==> config.mk <==
export PLATFORM = sky130hd
export DESIGN_NAME = ps2_rx_fifo
export DESIGN_NICKNAME = d
export VERILOG_FILES = /design/src/rtl/ps2_rx_fifo.sv
export SDC_FILE = /design/constraint.sdc
export NUM_CORES = 1
export LEC_CHECK = 0
export CAP_MARGIN = 30
export CORE_ASPECT_RATIO = 1.75
export CORE_MARGIN = 2
export CORE_UTILIZATION = 54
export DETAILED_ROUTE_END_ITERATION = 10
export MAX_ROUTING_LAYER = met4
export PLACE_DENSITY = 0.75
export SLEW_MARGIN = 40
export SYNTH_ARGS = -nofsm -noshare
export SYNTH_HDL_FRONTEND = slang
export SYNTH_SLANG_ARGS = --single-unit
==> constraint.sdc <==
create_clock -name CLOCK_50 -period 2.1 [get_ports CLOCK_50]
set_input_delay 0.42 -clock CLOCK_50 [delete_from_list [all_inputs] [get_ports CLOCK_50]]
set_output_delay 0.42 -clock CLOCK_50 [all_outputs]
set_load 0.005 [all_outputs]
==> src/rtl/ps2_rx_fifo.sv <==
// PS/2 device-to-host receiver: pin synchroniser, clock glitch filter, frame FSM and show-ahead byte FIFO.
// Define PS2_PARITY_CHECK_EN to drop bad-parity frames and report them on parity_err.
`timescale 1ns/1ps
module ps2_rx_fifo #(
  parameter int FIFO_AW        = 3,
  parameter int FILTER_LEN     = 4,
  parameter int TIMEOUT_CYCLES = 50000
) (
  input  logic               CLOCK_50,
  input  logic               rst,
  input  logic               ps2_clk,
  input  logic               ps2_dat,
  input  logic               rd_en,
  input  logic               clr_flags,
  output logic [7:0]         data,
  output logic               ready,
  output logic [FIFO_AW:0]   count,
  output logic               overflow,
  output logic               parity_err
);

  localparam int DEPTH = 1 << FIFO_AW;
  localparam int TW    = $clog2(TIMEOUT_CYCLES + 1);
  localparam logic [3:0]         FILT_LAST = 4'(FILTER_LEN - 1);
  localparam logic [TW-1:0]      TMO_LAST  = TW'(TIMEOUT_CYCLES - 1);
  localparam logic [FIFO_AW-1:0] PTR_ONE   = 1;
  localparam logic [FIFO_AW:0]   CNT_ONE   = 1;
  localparam logic [FIFO_AW:0]   CNT_FULL  = (FIFO_AW + 1)'(DEPTH);

  typedef enum logic [1:0] {S_IDLE, S_DATA, S_PARITY, S_STOP} state_t;

  logic [1:0] clk_s_q, clk_s_d, dat_s_q, dat_s_d;
  logic [3:0] filt_cnt_q, filt_cnt_d;
  logic       clk_f_q, clk_f_d, fe_q, fe_d;
  logic       clk_s, dat_s;

  state_t        state_q;
  logic [2:0]    bit_cnt_q;
  logic [TW-1:0] tmo_q;
  logic          push_q, perr_ev_q;
  logic [7:0]    shift_q;
  logic          frame_push_w, frame_perr_w;

  logic [7:0]         mem [DEPTH];
  logic [FIFO_AW-1:0] wr_ptr_q, wr_ptr_d, rd_ptr_q, rd_ptr_d;
  logic [FIFO_AW:0]   count_q, count_d;
  logic               ovf_q, ovf_d, perr_q, perr_d;
  logic               pop_w, wr_ok_w;

  assign clk_s = clk_s_q[1];
  assign dat_s = dat_s_q[1];

  // Synchroniser and clock filter: clk_f flips only after FILTER_LEN disagreeing samples.
  always_comb begin
    clk_s_d    = {clk_s_q[0], ps2_clk};
    dat_s_d    = {dat_s_q[0], ps2_dat};
    filt_cnt_d = filt_cnt_q;
    clk_f_d    = clk_f_q;
    fe_d       = 1'b0;
    if (clk_s == clk_f_q) begin
      filt_cnt_d = 4'd0;
    end else if (filt_cnt_q == FILT_LAST) begin
      filt_cnt_d = 4'd0;
      clk_f_d    = ~clk_f_q;
      fe_d       = clk_f_q;
    end else begin
      filt_cnt_d = filt_cnt_q + 4'd1;
    end
  end

  always_ff @(posedge CLOCK_50 or posedge rst) begin
    if (rst) begin
      clk_s_q    <= 2'b11;
      dat_s_q    <= 2'b11;
      filt_cnt_q <= 4'd0;
      clk_f_q    <= 1'b1;
      fe_q       <= 1'b0;
    end else begin
      clk_s_q    <= clk_s_d;
      dat_s_q    <= dat_s_d;
      filt_cnt_q <= filt_cnt_d;
      clk_f_q    <= clk_f_d;
      fe_q       <= fe_d;
    end
  end

  // Frame acceptance at the stop bit; the parity bit only matters when checking is built in.
`ifdef PS2_PARITY_CHECK_EN
  logic par_q;
  always_ff @(posedge CLOCK_50) begin
    if (fe_q && state_q == S_PARITY) par_q <= dat_s;
  end
  assign frame_push_w = dat_s & (^{shift_q, par_q});
  assign frame_perr_w = ~(^{shift_q, par_q});
`else
  assign frame_push_w = dat_s;
  assign frame_perr_w = 1'b0;
`endif

  always_ff @(posedge CLOCK_50) begin
    if (fe_q && state_q == S_DATA) shift_q <= {dat_s, shift_q[7:1]};
  end

  always_ff @(posedge CLOCK_50 or posedge rst) begin
    if (rst) begin
      state_q   <= S_IDLE;
      bit_cnt_q <= 3'd0;
      tmo_q     <= '0;
      push_q    <= 1'b0;
      perr_ev_q <= 1'b0;
    end else begin
      push_q    <= 1'b0;
      perr_ev_q <= 1'b0;
      if (state_q == S_IDLE || fe_q) tmo_q <= '0;
      else                           tmo_q <= tmo_q + 1'b1;
      // A stalled frame returns to IDLE silently; the partial byte is simply abandoned.
      if (state_q != S_IDLE && !fe_q && tmo_q == TMO_LAST) begin
        state_q <= S_IDLE;
      end else if (fe_q) begin
        case (state_q)
          S_IDLE: begin
            if (!dat_s) begin
              state_q   <= S_DATA;
              bit_cnt_q <= 3'd0;
            end
          end
          S_DATA: begin
            bit_cnt_q <= bit_cnt_q + 3'd1;
            if (bit_cnt_q == 3'd7) state_q <= S_PARITY;
          end
          S_PARITY: state_q <= S_STOP;
          default: begin
            state_q   <= S_IDLE;
            push_q    <= frame_push_w;
            perr_ev_q <= frame_perr_w;
          end
        endcase
      end
    end
  end

  // FIFO: a full FIFO still accepts a push when the same cycle pops.
  always_comb begin
    pop_w   = rd_en & (count_q != '0);
    wr_ok_w = push_q & ((count_q != CNT_FULL) | pop_w);
    count_d = count_q;
    if (wr_ok_w && !pop_w)      count_d = count_q + CNT_ONE;
    else if (!wr_ok_w && pop_w) count_d = count_q - CNT_ONE;
    wr_ptr_d = wr_ok_w ? wr_ptr_q + PTR_ONE : wr_ptr_q;
    rd_ptr_d = pop_w   ? rd_ptr_q + PTR_ONE : rd_ptr_q;
    ovf_d    = (ovf_q & ~clr_flags) | (push_q & ~wr_ok_w);
    perr_d   = (perr_q & ~clr_flags) | perr_ev_q;
  end

  always_ff @(posedge CLOCK_50) begin
    if (wr_ok_w) mem[wr_ptr_q] <= shift_q;
  end

  always_ff @(posedge CLOCK_50 or posedge rst) begin
    if (rst) begin
      wr_ptr_q <= '0;
      rd_ptr_q <= '0;
      count_q  <= '0;
      ovf_q    <= 1'b0;
      perr_q   <= 1'b0;
    end else begin
      wr_ptr_q <= wr_ptr_d;
      rd_ptr_q <= rd_ptr_d;
      count_q  <= count_d;
      ovf_q    <= ovf_d;
      perr_q   <= perr_d;
    end
  end

  assign ready      = (count_q != '0);
  assign data       = ready ? mem[rd_ptr_q] : 8'h00;
  assign count      = count_q;
  assign overflow   = ovf_q;
  assign parity_err = perr_q;

endmodule

### After elaboration in Yosys (flattened, before gate mapping)

Memories as Yosys holds them, arrays and structs flattened.
Index checks and enable logic that the tools add are counted.
W data, S select, Z words.

| word-level totals | value |
|---|---|
| bits in writable memories | 64 |
| output and inout port bits | 15 |
| memories kept | 1 |
| register bits | 52 |
| bits of input ports | 6 |
| word-level logic and storage cells | 84 |

| cells by class | value |
|---|---|
| add/subtract/negate cells | 7 |
| reductions and logical operators | 19 |
| eq/ne operators | 10 |
| bitwise gates (word level) | 12 |
| muxes and demuxes | 20 |

Memory list:

| memory | depth | width | read ports | clocked after Yosys merged registers in | wr ports | RTL line | text |
|---|---|---|---|---|---|---|---|
| mem | 8 | 8 | 1 | 0 | 1 | 44 | `logic [7:0] mem [DEPTH];` |

Operator list:

| kind | count |
|---|---|
| $add A16 B1 Y16 const B | 1 |
| $eq A16 B16 Y1 const B | 1 |
| $mux W16 | 1 |
| $mux W4 | 4 |
| $add A3 B1 Y3 const B | 3 |
| $add A4 B1 Y4 const B | 2 |
| $mux W2 | 4 |
| $mux W8 | 1 |
| $reduce_bool A2 Y1 | 4 |
| $mux W1 | 7 |
| $pmux W2 S3 | 1 |
| $pmux W3 S2 | 1 |
| $and A1 B1 Y1 | 5 |
| $logic_and A1 B1 Y1 | 5 |
| $not A1 Y1 | 5 |
| $eq A4 B2 Y1 const B | 1 |
| $ne A4 B4 Y1 const B | 1 |
| $reduce_and A4 Y1 | 1 |
| $reduce_bool A4 Y1 | 1 |
| $sub A4 B1 Y4 const B | 1 |
| $eq A3 B3 Y1 const B | 1 |
| $logic_not A1 Y1 | 3 |
| $mux W3 | 1 |
| $ne A3 B1 Y1 const B | 1 |
| other kinds (11) | 12 |

### Logic depth before layout (Yosys ltp)

Gate-level depths: netlist (run 1).

| logic depth | value |
|---|---|
| depth in word-level cells | 8 |
| depth in mapped cells | 10 |
| gate-level depth less buffers | 10 |

### Least setup slack after synthesis (run 1)

No wires, ideal clock.

| timing path | value |
|---|---|
| kind | reg2reg |
| from | register count_q[0] (netlist: count[0]) |
| to | register count_q[3] (netlist: count[3]) |
| data arrival time | 2.138 ns |
| setup slack | -0.163 ns |
| data required time | 1.975 ns |
| period minus slack after synthesis | 2.263 ns |
| stages on the path, launching flop included | 11 |
| library setup time | 0.125 ns |
| cells stage by stage | dfrtp_1 > nor3_1 > a31o_2 > inv_1 > ha_1 > inv_1 > ha_1 > a21oi_1 > and3_1 > o21bai_1 > xnor2_1 |

| on the way | value |
|---|---|
| longest elaborated chain between the ends | 7 |

Ends and longest elaborated chain:

| what | RTL line | text |
|---|---|---|
| start, declared | 46 | `logic [FIFO_AW:0] count_q, count_d;` |
| start signal, assigned | 169 | `count_q <= count_d;` |
| $reduce_bool A4 Y1 | 144 | `pop_w = rd_en & (count_q != '0);` |
| $and A1 B1 Y1 | 144 |  |
| $or A1 B1 Y1 (*) | 145 | `wr_ok_w = push_q & ((count_q != CNT_FULL) \| pop_w);` |
| $and A1 B1 Y1 (*) | 145 |  |
| via wr_ok_w | 48 | `logic pop_w, wr_ok_w;` |
| $logic_not A1 Y1 | 148 | `else if (!wr_ok_w && pop_w) count_d = count_q - CNT_ONE;` |
| $logic_and A1 B1 Y1 | 148 |  |
| $reduce_bool A2 Y1 (no source line) | -- |  |

The timed path passes the listed nets; every way through them passes the cells marked *. The select of a mux whose other input is x is not followed.
A chain may end at the register's enable or synchronous reset.

### Worst setup path after layout (run 1)

| timing path | value |
|---|---|
| from | register rd_ptr_q[0] |
| to | output data[6] |

| on the way | value |
|---|---|
| longest elaborated chain between the ends | 2 |

Ends and longest elaborated chain:

| what | RTL line | text |
|---|---|---|
| start, declared | 45 | `logic [FIFO_AW-1:0] wr_ptr_q, wr_ptr_d, rd_ptr_q, rd_ptr_d;` |
| start signal, assigned | 168 | `rd_ptr_q <= rd_ptr_d;` |
| $mem_v2 Z8 W8 | -- |  |
| $mux W8 | 176 | `assign data = ready ? mem[rd_ptr_q] : 8'h00;` |
| end, declared | 15 | `output logic [7:0] data,` |

No other way between the ends.

==> results of run 1 <==
==> power groups by stage <==
stage | sequential [mW] | clock (mW) | combinational [mW]
finish | 2.67 | 2.63 | 2.09
global route | 2.68 | 2.78 | 2.29
CTS | 2.67 | 2.67 | 2.13
detailed placement | 2.70 | 0 | 1.90
global placement | 2.69 | 0 | 1.87
floorplan | 2.71 | 0 | 1.06
==> area by class of cell <==
class                           instances  area share
Clock buffer                           19      0.0718
Clock inverter                         13      0.0193
Inverter                               10     0.00706
Multi-Input combinational cell        168       0.246
Sequential cell                       116       0.543
Tap cell                              117      0.0243
Timing Repair Buffer                   59      0.0891
==> cell usage in the layout (no fill, tap or decap), types with 3 or more instances in the layout <==
cell type	netlist	final
nor4_1	4	4
edfxtp_1	72	72
clkinvlp_4	0	3
buf_6	0	6
nor2b_1	4	3
inv_1	10	7
nor3_1	11	10
a22o_1	8	8
ha_4	0	3
buf_2	2	8
mux2_2	3	3
and2_1	3	3
buf_4	0	28
nor2_1	19	19
clkinv_1	0	6
dfstp_2	5	5
nand2b_1	4	4
o21ai_0	7	7
nand2_1	15	14
buf_12	0	5
a21oi_1	7	6
dfrtp_1	39	38
nand4_1	3	3
clkdlybuf4s50_1	0	11
ha_1	13	10
xor2_1	3	3
clkinv_2	0	3
xnor2_1	16	16
nand3_1	7	6
clkbuf_16	0	17
mux4_2	16	16
==> what timing repair did <==
action	CTS	global route
pin swaps	7	4
gates cloned	2	0
setup endpoints to repair	10	11
resized for setup	43	10
setup buffers	8	2
hold endpoints to repair	0	0
==> cell usage after synthesis, types with 2 or more instances <==
| master | instances | area, um^2 |
|---|---|---|
| edfxtp_1 | 72 | 2160 |
| dfrtp_1 | 39 | 976 |
| nor2_1 | 19 | 71.3 |
| mux4_2 | 16 | 360 |
| xnor2_1 | 16 | 140 |
| nand2_1 | 15 | 56.3 |
| ha_1 | 13 | 163 |
| nor3_1 | 11 | 55.1 |
| inv_1 | 10 | 37.5 |
| a22o_1 | 8 | 70.1 |
| a21oi_1 | 7 | 35.0 |
| nand3_1 | 7 | 35.0 |
| o21ai_0 | 7 | 35.0 |
| dfstp_2 | 5 | 131 |
| nand2b_1 | 4 | 25.0 |
| nor2b_1 | 4 | 25.0 |
| nor4_1 | 4 | 25.0 |
| and2_1 | 3 | 18.8 |
| buf_1 | 3 | 11.3 |
| clkbuf_1 | 3 | 11.3 |
| mux2_2 | 3 | 33.8 |
| nand4_1 | 3 | 18.8 |
| xor2_1 | 3 | 26.3 |
| a32o_1 | 2 | 20.0 |
| and3_1 | 2 | 12.5 |
| buf_2 | 2 | 10.0 |
| or3_1 | 2 | 12.5 |
| or3_2 | 2 | 15.0 |
| or4_1 | 2 | 15.0 |
==> critical path, stage by stage, from the launching register on <==
cell and delay, ns:
dfrtp_2 0.42, buf_12 0.14, buf_6 0.10, mux4_2 0.52
a22o_1 0.24, buf_2 0.13
==> stage by stage <==
step	area, um^2	utilization	TNS, ns	cells	total power [mW]
6_report	6030	0.700	-1.67	502	7.39
5_1_grt	6030	0.700	-2.35	502	7.75
4_1_cts	6010	0.698	-2.32	502	7.47
3_5_place_dp	5350	0.621	-3.92	461	4.60
3_3_place_gp	5350	0.621	-2.50	461	4.56
2_1_floorplan	4780	-	0	302	3.78
==> final timing paths <==
| kind | start | slack (ns) | to | cells past startpoint |
|---|---|---|---|---|
| max | rd_ptr_q[0] | -0.27 | data[6] | 5 |
| min | clk_s_q[0] | 0.35 | clk_s_q[1] | 0 |
| max reg2reg | count[1] | 0.07 | count[3] | 11 |
| min reg2reg | clk_s_q[0] | 0.35 | clk_s_q[1] | 0 |
| max in group asynchronous | rst | 1.47 | clk_f_q | 3 |
| min in group asynchronous | rst | 0.37 | rd_ptr_q[2] | 3 |
==> kinds of logic (layout without fill, tap and decap cells) <==
group,after synthesis,after routing,share of synthesized area
xor gates and xnor gates,19,19,0.0350
and+or+nand+nor,85,85,0.0953
AOI/OAI and AO/OA,30,30,0.0439
muxes,20,20,0.0850
adders and majority gates,14,14,0.0384
buffers and inverters,18,101,0.0147
DFF,116,116,0.688
==> metal layers <==
| layer | up-vias | track usage |
|---|---|---|
| met2 | 73 | 0.389 |
| met3 | 10 | 0.0723 |
| met1 | 1418 | 0.239 |
| met4 | 0 | 0.108 |
| li1 | 1281 | - |
| met5 | - | - |
==> registers in the layout (all words and copies together) (netlist names), 2 cells and up <==
register and flops:
clk_s_q 2, rd_ptr_q 3, state_q 2, count 4
mem 64, bit_cnt_q 3, dat_s_q 2, wr_ptr_q 3
filt_cnt_q 4, shift_q 8, tmo_q 16
==> flow_metrics.tcl, run 1 <==
set metrics [dict create \
    worstPathArrival_ns 1.95 \
    grt_remaining_overflow 0 \
    power_density_mw_per_mm2 1230 \
    post_synthesis_average_cell_area_um2 15.7 \
    num_antenna_cells 0 \
    worst_pin_slew_ns 0.413 \
    cts_inserted_buffers 17 \
    detail-route-antenna-nets 0 \
    htree_depth 4 \
    dpl.hpwl_mm 5.90 \
    crit_path_time_final_ns 2.37 \
    violations "negative setup slack" \
    critPathLaunchType "register" \
    gp_congestion 0.793 \
    cp.required_ns 1.68 \
    slew-limit-headroom 0.722 \
    area_of_the_mapped_netlist_mm2 0.00475 \
    internal-power_mw 5.47 \
    grt_start_max_net_pins 45 \
    avgRoutedWirePerCell_um 18.7 \
    synthToLayoutAreaGrowth_pct 26.8 \
    num-nets-final 392 \
    routedLengthMet1_mm 3.46 \
    clock_tree.buffer_depth 2 \
    cts_root_buf "clkbuf_16" \
    ys_seq_area_frac 0.688 \
    die_width_um 74.9 \
    max-cap-violations 0 \
    antenna_violations_before_repair 0 \
    synth_ff_type "edfxtp_1" \
    design.portCount 21 \
    crit_path_kind "register to primary output" \
    grt_setup_unrepaired "yes" \
    firstDrtPassIters 5 \
    pwr-share-comb 0.283 \
    std_cell_rows 45 \
    fin_skew_ns 0.0106 \
    total_of_endpoints_with_negative_setup_slack_in_the_final_report 8 \
    route.final.wire_length_mm 9.40 \
    groute.usage.overall 0.231 \
    synth_nets 322 \
    die_y_um 128 \
    initial_utilization 0.552 \
    tritoncts "yes" \
    final.setup.worst_slack_ns -0.274 \
    floorplan.die_area_mm2 0.00960 \
    vias_per_cell 5.54 \
    multiInputGateArea_mm2 0.00148 \
    worst_setup_path_end_kind "primary output" \
    final-max-slew-violation-count 0 \
    cts.reportedPaths.clkPinSlew_ns 0.05 \
    synth.ff_latch_count 116 \
    pwr-share-clk 0.355 \
    power.share.switching 0.260 \
    clock-sinks 116 \
    status "complete, but fails checks" \
    port_buffers 20 \
    hold_path.class "register to register" \
    timing.critical_path.fanout_max 4 \
    drive_above_1_share 0.296 \
    synthesized_instance_count 302 \
    synth.distinct_cells 44 \
    cts.hold.buffers_added 0 \
    post_synth_edffs 72 \
    initialDrtViolationCount 223 \
    sequential_fraction_of_design_power 0.361 \
    asyncSetResetFlopFracSynth 0.379 \
    hold_violations 0 \
    leakage_nw 2.26 \
    vias 2782 \
    detailroute.wirelength.met3_um 248 \
    coreArea_mm2 0.00861 \
    met2RoutedLength_mm 5.55 \
    clock_insertion_delay_worst_skew_ns 0.40 \
    ff_latch_area_mm2 0.00327 \
    total_switching_power_mw 1.92 \
    fin_crit_sh 1.13 \
    maxUsedRoutingLayer "met4" \
    ys_warn_count 0 \
    place_worst_setup_slack_ns -0.315 \
    max_freq_ghz 0.421 \
    global_route_wire_length_before_repair_mm 15.0 \
    vdd_drop_max_uv 853 \
    grt_pass1_vias 2893 \
    fillers 572 \
    worst_hold_slack_ns 0.355 \
    drcViolationCount 0 \
]
Note: power is estimated with default switching activity, not from simulation.
==> run 2, diff against run 1 <==
--- a/config.mk
+++ b/config.mk
@@ -10,9 +10,10 @@
 export CORE_MARGIN = 2
 export CORE_UTILIZATION = 54
 export DETAILED_ROUTE_END_ITERATION = 10
+export HOLD_SLACK_MARGIN = 0.06
 export MAX_ROUTING_LAYER = met4
 export PLACE_DENSITY = 0.75
-export SLEW_MARGIN = 40
+export SLEW_MARGIN = 30
 export SYNTH_ARGS = -nofsm -noshare
 export SYNTH_HDL_FRONTEND = slang
 export SYNTH_SLANG_ARGS = --single-unit
==> results of run 2 <==
Same layout as run 1: the final DEF is identical, and so are final timing and power.
==> run 3, diff against run 2 <==
--- a/config.mk
+++ b/config.mk
@@ -13,7 +13,9 @@
 export HOLD_SLACK_MARGIN = 0.06
 export MAX_ROUTING_LAYER = met4
 export PLACE_DENSITY = 0.75
+export SKIP_LAST_GASP = 1
 export SLEW_MARGIN = 30
 export SYNTH_ARGS = -nofsm -noshare
 export SYNTH_HDL_FRONTEND = slang
 export SYNTH_SLANG_ARGS = --single-unit
+export TNS_END_PERCENT = 100
==> run 3 against run 2 <==
Effect of this change: the flow still finishes with violations (negative setup slack); via count shrank 0.50%; critical path depth did not move; setup slack better by 0.0025 ns; global-route usage stayed put; worst hold slack barely moved; routed wire length is essentially flat; critical endpoint unchanged; sequential share of layout area is 0.090 points higher; clock power about the same; non-clock buffer count stayed put; utilization shrank 0.12 points; cell count is the same.
==> flow_metrics.tcl, run 3 (synthesis gave the netlist of run 1 again) <==
set metrics [dict create \
    clock_insertion_delay_worst_skew_ns 0.40 \
    synthToLayoutAreaGrowth_pct 26.6 \
    pwr-share-clk 0.356 \
    antenna_violations_before_repair 0 \
    slew-limit-headroom 0.722 \
    max_freq_ghz 0.422 \
    global_route_wire_length_before_repair_mm 15.0 \
    route.final.wire_length_mm 9.40 \
    gp_congestion 0.793 \
    tritoncts "yes" \
    internal-power_mw 5.45 \
    largest_register_ffs 64 \
    regMostFlops "mem" \
    worst_hold_slack_ns 0.355 \
    die_y_um 128 \
    fin_crit_sh 1.13 \
    worstPathArrival_ns 1.95 \
    violations "negative setup slack" \
    crit_path_time_final_ns 2.37 \
    dpl_cell_area_mm2 0.00535 \
    cts_root_buf "clkbuf_16" \
    dpl.hpwl_mm 5.90 \
    detail-route-antenna-nets 0 \
    clock_tree.buffer_depth 2 \
    drive_above_1_share 0.291 \
    power_density_mw_per_mm2 1220 \
    vias_per_cell 5.51 \
    hold_path.class "register to register" \
    worst_case_register_to_register_setup_slack_ns 0.08 \
    hold_violations 0 \
    total_of_endpoints_with_negative_setup_slack_in_the_final_report 8 \
    num_antenna_cells 0 \
    coreArea_mm2 0.00861 \
    total_switching_power_mw 1.91 \
    vdd_drop_max_uv 850 \
    grt_setup_unrepaired "yes" \
    timing.critical_path.fanout_max 4 \
    final-max-slew-violation-count 0 \
    fin_skew_ns 0.00887 \
    initial_utilization 0.552 \
    final_design_area_no_fill_mm2 0.00602 \
    leakage_nw 2.25 \
    std_cell_rows 45 \
    clock-sinks 116 \
    grt_start_max_net_pins 45 \
    status "complete, but fails checks" \
    max-cap-violations 0 \
    cts.hold.buffers_added 0 \
    path_cells "buf_12 -> buf_6 -> mux4_2 -> a22o_1 -> buf_2" \
    num-nets-final 392 \
    pwr-share-comb 0.281 \
    cts_inserted_buffers 17 \
    grt_remaining_overflow 0 \
    sequential_fraction_of_design_power 0.362 \
    layout.cells.most_common "edfxtp_1" \
    floorplan.die_area_mm2 0.00960 \
    port_buffers 20 \
    worst_path_largest_cell_delay_ns 0.53 \
    htree_depth 4 \
    avgRoutedWirePerCell_um 18.7 \
    firstDrtPassIters 5 \
    worst_setup_path_end_kind "primary output" \
    power.share.switching 0.260 \
    power_mw 7.36 \
    cts.reportedPaths.clkPinSlew_ns 0.05 \
    drcViolationCount 0 \
    initialDrtViolationCount 225 \
    mostFrequentLayoutCells "edfxtp_1, dfrtp_1, buf_4" \
    vias 2768 \
    grt_pass1_vias 2893 \
    final.setup.worst_slack_ns -0.271 \
    critPathLaunchType "register" \
    largest_registers "mem x64, tmo_q x16, shift_q x8" \
    worst_pin_slew_ns 0.413 \
    critical_path_top_delay_cell "mux4_2" \
    die_width_um 74.9 \
    groute.usage.overall 0.231 \
    design.portCount 21 \
    crit_path_kind "register to primary output" \
    cp.required_ns 1.68 \
]
## run 3: cell count changes in the layout (fill, tap and decap cells not counted)
| cell | change |
|---|---|
| nand3_2 | -1 |
| nand3_1 | +1 |
| and3_1 | +1 |
| and3_4 | -1 |
## run 3: worst paths after layout
path                       cells past startpoint          end        start
max reg2reg                                   11     count[3]     count[1]
min reg2reg                                    0   clk_s_q[1]   clk_s_q[0]
min in group asynchronous                      3  rd_ptr_q[2]          rst
max                                            5      data[6]  rd_ptr_q[0]
min                                            0   clk_s_q[1]   clk_s_q[0]
max in group asynchronous                      3      clk_f_q          rst
## run 3: power groups by stage
stage | registers [mW] | logic (mW) | clock network (mW)
after floorplan | 2.71 | 1.06 | 0
after global placement | 2.69 | 1.87 | 0
after detailed placement | 2.70 | 1.90 | 0
after CTS | 2.67 | 2.13 | 2.67
after global routing | 2.68 | 2.27 | 2.78
final | 2.67 | 2.07 | 2.62
## run 3: cell type report
cell class	count	area, um^2
flip-flops and latches	116	3270
repair buffers	59	537
multi-input cells	168	1470
well taps	117	146
clock buffers	19	433
fillers	574	2600
inverters	10	42.5
clock inverters	13	116
## run 3: layer usage
layer  vias to the layer above  track usage  wire (um)
met5                         -            -          0
met4                         0        0.108        149
met3                        13       0.0723        235
met2                        62        0.389       5540
met1                      1413        0.239       3470
li1                       1280            -          -
## run 3: repair_timing
| action | CTS | global route |
|---|---|---|
| pin swaps | 7 | 4 |
| setup endpoints to repair | 10 | 11 |
| setup buffers | 8 | 2 |
| gates cloned | 2 | 0 |
| hold endpoints to repair | 0 | 0 |
| resized for setup | 43 | 8 |
## run 3: critical path, delay by kind of cell, from the launching register on
family	cells	cell delay, ns
multiplexers	1	0.53
flip-flops	1	0.42
buffers and inverters	3	0.37
AO/OA/AOI/OAI	1	0.24
## run 3: through the flow
stage,cells,setup TNS [ns],worst slack [ns],util
4_1_cts,502,-2.32,-0.376,0.698
2_1_floorplan,302,0,0.0381,-
3_3_place_gp,461,-2.50,-0.256,0.621
3_5_place_dp,461,-3.92,-0.315,0.621
6_report,502,-1.65,-0.271,0.698
5_1_grt,502,-2.38,-0.325,0.698
